$ cat config.mk
export PLATFORM = sky130hd
export DESIGN_NAME = pwm_fade_sched_flat
export DESIGN_NICKNAME = d
export VERILOG_FILES = /design/src/rtl/pwm_pkg.sv /design/src/rtl/pwm_fade_sched_if.sv /design/src/rtl/pwm_fade_sched_tick_prescaler.sv /design/src/rtl/pwm_fade_sched.sv /design/src/flat_wrapper.sv
export SDC_FILE = /design/constraint.sdc
export NUM_CORES = 1
export LEC_CHECK = 0
export ABC_CLOCK_PERIOD_IN_PS = 4400
export CORE_MARGIN = 3
export CORE_UTILIZATION = 28
export CTS_BUF_LIST = sky130_fd_sc_hd__clkbuf_4 sky130_fd_sc_hd__clkbuf_8
export DETAILED_ROUTE_END_ITERATION = 10
export PLACE_DENSITY_LB_ADDON = 0.3
export SETUP_SLACK_MARGIN = 0.02
export SYNTH_ARGS = -nofsm -noshare
export SYNTH_HDL_FRONTEND = slang
export SYNTH_SLANG_ARGS = --single-unit
$ cat constraint.sdc
create_clock -name clk -period 4.4 [get_ports clk]
set_clock_uncertainty 0.15 [all_clocks]
set_input_delay 1.32 -clock clk [delete_from_list [all_inputs] [get_ports clk]]
set_output_delay 1.32 -clock clk [all_outputs]
set_load 0.03 [all_outputs]
$ cat src/rtl/pwm_pkg.sv
// pwm_pkg: state codes and widths shared by the PWM fade scheduler and its decoder successors.
package pwm_pkg;
    localparam int TICK_BASE_DEF = 6250000;
    localparam int DUTY_W = 8;
    localparam int CNT_W = 26;
    typedef enum logic [2:0] {
        S_RESET  = 3'd0,
        S_R_UP   = 3'd1,
        S_R_DN   = 3'd2,
        S_G_UP   = 3'd3,
        S_G_DN   = 3'd4,
        S_B_UP   = 3'd5,
        S_B_DN   = 3'd6,
        S_MANUAL = 3'd7
    } state_t;
    // Channel slot within the packed {R,G,B} word: 2 = R, 1 = G, 0 = B.
    function automatic logic [1:0] chan_sel(input state_t s);
        return (s == S_R_UP || s == S_R_DN) ? 2'd2 : (s == S_G_UP || s == S_G_DN) ? 2'd1 : 2'd0;
    endfunction
endpackage

$ cat src/rtl/pwm_fade_sched_if.sv
// pwm_fade_sched_if: control, manual override and duty outputs of the fade scheduler.
interface pwm_fade_sched_if;
    import pwm_pkg::*;
    logic              run;
    logic [1:0]        speed;
    logic              man_req;
    logic [3*DUTY_W-1:0] man_rgb;
    logic              man_ack;
    logic [DUTY_W-1:0] R_time_out;
    logic [DUTY_W-1:0] G_time_out;
    logic [DUTY_W-1:0] B_time_out;
    logic [2:0]        phase;
    modport master (output run, speed, man_req, man_rgb,
                    input  man_ack, R_time_out, G_time_out, B_time_out, phase);
    modport slave  (input  run, speed, man_req, man_rgb,
                    output man_ack, R_time_out, G_time_out, B_time_out, phase);
endinterface

$ cat src/rtl/pwm_fade_sched_tick_prescaler.sv
// tick_prescaler: step tick every (TICK_BASE >> speed) running cycles; restarts on speed change.
module tick_prescaler
    import pwm_pkg::*;
#(
    parameter int TICK_BASE = TICK_BASE_DEF
) (
    input  logic       clk,
    input  logic       rst,
    input  logic       run,
    input  logic       clr,
    input  logic [1:0] speed,
    output logic       tick
);
    logic [CNT_W-1:0] cnt_q, cnt_d, period;
    logic [1:0] speed_q;
    logic chg;
    always_comb begin
        period = CNT_W'(TICK_BASE) >> speed_q;
        chg = speed != speed_q;
        tick = cnt_q == period - 1'b1 && run && !clr && !chg;
        cnt_d = (chg || clr || tick) ? '0 : run ? cnt_q + 1'b1 : cnt_q;
    end
    always_ff @(posedge clk) begin
        cnt_q <= !rst ? '0 : cnt_d;
        speed_q <= speed;
    end
endmodule

$ cat src/rtl/pwm_fade_sched.sv
// pwm_fade_sched: R->G->B triangle fade sequencer with manual colour override.
module pwm_fade_sched
    import pwm_pkg::*;
#(
    parameter int TICK_BASE = TICK_BASE_DEF
) (
    input logic clk,
    input logic rst,
    pwm_fade_sched_if.slave bus
);
    state_t state_q, state_d;
    logic [3*DUTY_W-1:0] rgb_q, rgb_d;
    logic ack_q, ack_d, take, tick, up;
    logic [1:0] sel;
    logic [DUTY_W-1:0] cur;
    // Manual entry also suppresses the tick in the same cycle.
    assign take = bus.man_req && state_q != S_RESET && state_q != S_MANUAL;
    tick_prescaler #(.TICK_BASE(TICK_BASE)) u_pre (
        .clk   (clk),
        .rst   (rst),
        .run   (bus.run),
        .clr   (take || state_q == S_MANUAL),
        .speed (bus.speed),
        .tick  (tick)
    );
    always_comb begin
        state_d = state_q;
        rgb_d = rgb_q;
        ack_d = 1'b0;
        sel = chan_sel(state_q);
        cur = rgb_q[{sel, 3'b000} +: DUTY_W];
        up = state_q == S_R_UP || state_q == S_G_UP || state_q == S_B_UP;
        if (state_q == S_RESET) begin
            state_d = S_R_UP;
            rgb_d = '0;
        end else if (state_q == S_MANUAL) begin
            if (!bus.man_req) begin
                state_d = S_R_UP;
                rgb_d = '0;
            end
        end else if (take) begin
            state_d = S_MANUAL;
            rgb_d = bus.man_rgb;
            ack_d = 1'b1;
        end else if (tick) begin
            rgb_d[{sel, 3'b000} +: DUTY_W] = up ? cur + 1'b1 : cur - 1'b1;
            if (up && cur == 8'd254)
                state_d = state_t'(state_q + 3'd1);
            else if (!up && cur == 8'd1)
                state_d = state_q == S_B_DN ? S_R_UP : state_t'(state_q + 3'd1);
        end
    end
    always_ff @(posedge clk) begin
        if (!rst) begin
            state_q <= S_RESET;
            rgb_q <= '0;
            ack_q <= 1'b0;
        end else begin
            state_q <= state_d;
            rgb_q <= rgb_d;
            ack_q <= ack_d;
        end
    end
    assign bus.man_ack = ack_q;
    assign bus.phase = state_q;
    assign bus.R_time_out = rgb_q[2*DUTY_W +: DUTY_W];
    assign bus.G_time_out = rgb_q[DUTY_W +: DUTY_W];
    assign bus.B_time_out = rgb_q[0 +: DUTY_W];
endmodule

$ cat src/flat_wrapper.sv
// flat-port wrapper written by rule: the top's interface ports become plain ports
module pwm_fade_sched_flat import pwm_pkg::*;
#(
    parameter int TICK_BASE = TICK_BASE_DEF
)
  (clk, rst, bus_run, bus_speed, bus_man_req, bus_man_rgb, bus_man_ack, bus_R_time_out, bus_G_time_out, bus_B_time_out, bus_phase);
  pwm_fade_sched_if bus_i ();
  input logic clk;
  input logic rst;
  input wire logic [$bits(bus_i.run)-1:0] bus_run;
  input wire logic [$bits(bus_i.speed)-1:0] bus_speed;
  input wire logic [$bits(bus_i.man_req)-1:0] bus_man_req;
  input wire logic [$bits(bus_i.man_rgb)-1:0] bus_man_rgb;
  output wire logic [$bits(bus_i.man_ack)-1:0] bus_man_ack;
  output wire logic [$bits(bus_i.R_time_out)-1:0] bus_R_time_out;
  output wire logic [$bits(bus_i.G_time_out)-1:0] bus_G_time_out;
  output wire logic [$bits(bus_i.B_time_out)-1:0] bus_B_time_out;
  output wire logic [$bits(bus_i.phase)-1:0] bus_phase;
  assign bus_i.run = bus_run;
  assign bus_i.speed = bus_speed;
  assign bus_i.man_req = bus_man_req;
  assign bus_i.man_rgb = bus_man_rgb;
  assign bus_man_ack = bus_i.man_ack;
  assign bus_R_time_out = bus_i.R_time_out;
  assign bus_G_time_out = bus_i.G_time_out;
  assign bus_B_time_out = bus_i.B_time_out;
  assign bus_phase = bus_i.phase;
  pwm_fade_sched #(.TICK_BASE(TICK_BASE)) u_core (.clk(clk), .rst(rst), .bus(bus_i));
endmodule
==> metrics.csv <==
metric,value,unit
outcome,"complete, no violations",
Layout area overhead,23.1,%
CTS root buffer,clkbuf_8,
GRT Total Usage,0.150,
vias after detailed routing,3450,
"Max FO, Critical Path",7,
hold slack,0.337,ns
WL final,10.8,mm
CORE AREA,12300,um2
global-route wire length before repair,17.6,mm
max frequency,260,MHz
minimum clock period,3.85,ns
r2r endpoint,u_core.rgb_q[6]$_SDFFE_PP0P_,
final setup fails,0,
diode count,0,
die height,120,um
hold_sp,u_core.rgb_q[10]$_SDFFE_PP0P_,
vias in the first global route,3402,
Clk pwr share,0.272,
"leading cell type in the layout, fill and taps excluded",nor2_1,
Crit Path Category,input pin to register,
post-synth top area share,0.309,
final core occ,0.363,
Psw,0.000356,W
DRC Markers,0,
clock sink count,56,
synth unique cells,63,
post-DR wirelength/cell,16.1,um
Slew HR,0.547,
synth warn,0,
fraction of layout cells with a size suffix above 1,0.102,
synth top area cells,"dfxtp_1 31%, nor2_1 6.3%, nand2_1 4.3%",
worst-case clock buffer depth,2,
HPWL after detailed placement,8.16,mm
DRT iter0 DRCs,201,
vias per inst,5.16,
Pint,0.000738,W
flop2flop setup slack,0.98,ns
register bit total from synthesis,56,
gpl congestion,0.909,
Clock Latency Late Sink,0.32,ns
DIE AREA,14400,um2
Syn Std Cell Area,3630,um2
sw frac,0.325,
post-synthesis sequential area ratio,0.309,
worst path required time,4.46,ns
Async SR Flop Fraction,0,
RSZ-0062 raised after global routing,no,
Hold Path Cell Cnt,2,
Post-synth EDFFs,0,
Port Buffer Count,57,
Hold Path Class,register to register,
Power per Cell Area,245,nW/um2
"Cell Area, Placed",4370,um2
worst slew pin tran,0.675,ns
Post-CTS Repair Setup Buffers,0,
most frequent cells in the layout,"61 x nor2_1, 57 x clkdlybuf4s50_1, 56 x dfxtp_1",
cts bufs inserted,5,
Finished Cell Area,4460,um2
setup TNS,0,ns
post_cts resized,0,
max_cap viols,0,
# IOs,58,
leakage,1.54,nW
Die Wd,120,um
Logic pwr share,0.248,
maximum number of pins on one net before global-route repair,27,
Worst Hold Path EP,u_core.rgb_q[10]$_SDFFE_PP0P_,
Initial Util,0.295,
Max Slew Vio Count,0,
Reg2Reg Launch Point,u_core.bus.phase[2]$_SDFFE_PP0P_,
filler cell count,1326,
Synthesized Nets,491,
Most used DFF post-synth,dfxtp_1,
Max rail drop VDD,0.121,mV
final critical-path share of the clock period,0.876,
ANT nets after route,0,
total gr overflow,0,
clk slew on worst S/H paths,0.11,ns
Layout Nets,542,
CP arrival,3.92,ns
CTS Hold Buffers Added,0,
Flop pwr share,0.480,
cell accounting for the most synthesized area,dfxtp_1,
endpoint type of the worst setup path,register,
row count,40,
final number of hold-violating endpoints,0,
synthesized instance count,449,
antenna violations before repair,0,
Final Total Pwr,0.00109,W
CTS tree,yes,
Register-to-Register Path Depth,10,
synthesized area per cell,8.08,um2
H-Tree Depth,2,
crit start category,input pin,
drt first pass iters,4,
[state kept, by name, summed over array words and instances, names as in the netlist]
signal / cells
u_core.bus.man_ack: 1
u_core.bus.phase: 3
u_core.rgb_q: 24
u_core.u_pre.cnt_q: 26
u_core.u_pre.speed_q: 2
[critical path: stages]
cell and delay [ns]:
clkdlybuf4s50_1 0.47, nand4_1 0.07, or4_1 0.49, nor4_2 0.31, nand4_2 0.30, nor3_4 0.30, o21ai_2 0.18, buf_4 0.21
a221oi_2 0.20, nor3_2 0.07
[through the flow]
stage / instances / setup WS [ns]
2_1_floorplan: 449 / 0.865
3_3_place_gp: 661 / 0.246
3_5_place_dp: 661 / 0.196
4_1_cts: 669 / 0.538
5_1_grt: 669 / 0.285
6_report: 669 / 0.547
[Yosys cell counts (12+ instances only)]
cell type,count
a21oi_1,18
dfxtp_1,56
ha_1,12
inv_1,15
mux2i_1,13
nand2_1,42
nand3_1,24
nand4_1,12
nor2_1,61
o21ai_0,14
xnor2_1,16
xor2_1,15
[worst max-delay path by stage]
stage	startpoint	end	slack, ns	cells past startpoint
final	bus_run	u_core.rgb_q[5]$_SDFFE_PP0P_	0.55	10
after global routing	bus_run	u_core.rgb_q[9]$_SDFFE_PP0P_	0.28	9
after floorplan	bus_run	u_core.rgb_q[3]$_SDFFE_PP0P_	0.87	10
after detailed placement	bus_run	u_core.rgb_q[5]$_SDFFE_PP0P_	0.20	10
after global placement	bus_run	u_core.rgb_q[3]$_SDFFE_PP0P_	0.25	10
after CTS	bus_run	u_core.rgb_q[5]$_SDFFE_PP0P_	0.54	10
[kinds of logic after synthesis]
family	count (synthesis)	synth area share
mux	14	0.0421
buf+inv	40	0.0476
flops	56	0.309
compound gates	100	0.209
simple gates	196	0.276
fa+ha+maj	12	0.0414
xor+xnor	31	0.0749
[layout make-up]
class	instances	area, um2	share of cell area
Sequential cell	56	1120	0.251
Clock inverter	3	21.3	0.00476
Timing Repair Buffer	67	646	0.145
Tap cell	168	210	0.0471
Inverter	17	63.8	0.0143
Multi-Input combinational cell	353	2330	0.523
Clock buffer	5	68.8	0.0154
[per-layer routing]
layer | part of all wire | up-vias | wire, um | track usage
li1 | - | 1709 | - | -
met1 | 0.45 | 1621 | 4820 | 0.186
met2 | 0.48 | 101 | 5200 | 0.262
met3 | 0.048 | 19 | 513 | 0.0259
met4 | 0.025 | 0 | 265 | 0.0530
met5 | 0 | - | 0 | 0
[power by group through the flow]
stage	logic, W	clock network, W	registers [W]
finish	0.000271	0.000297	0.000525
CTS	0.000270	0.000314	0.000525
floorplan	0.000170	0	0.000544
global route	0.000297	0.000329	0.000527
detailed placement	0.000268	0	0.000537
global placement	0.000268	0	0.000536
(Power assumes the default switching activity.)
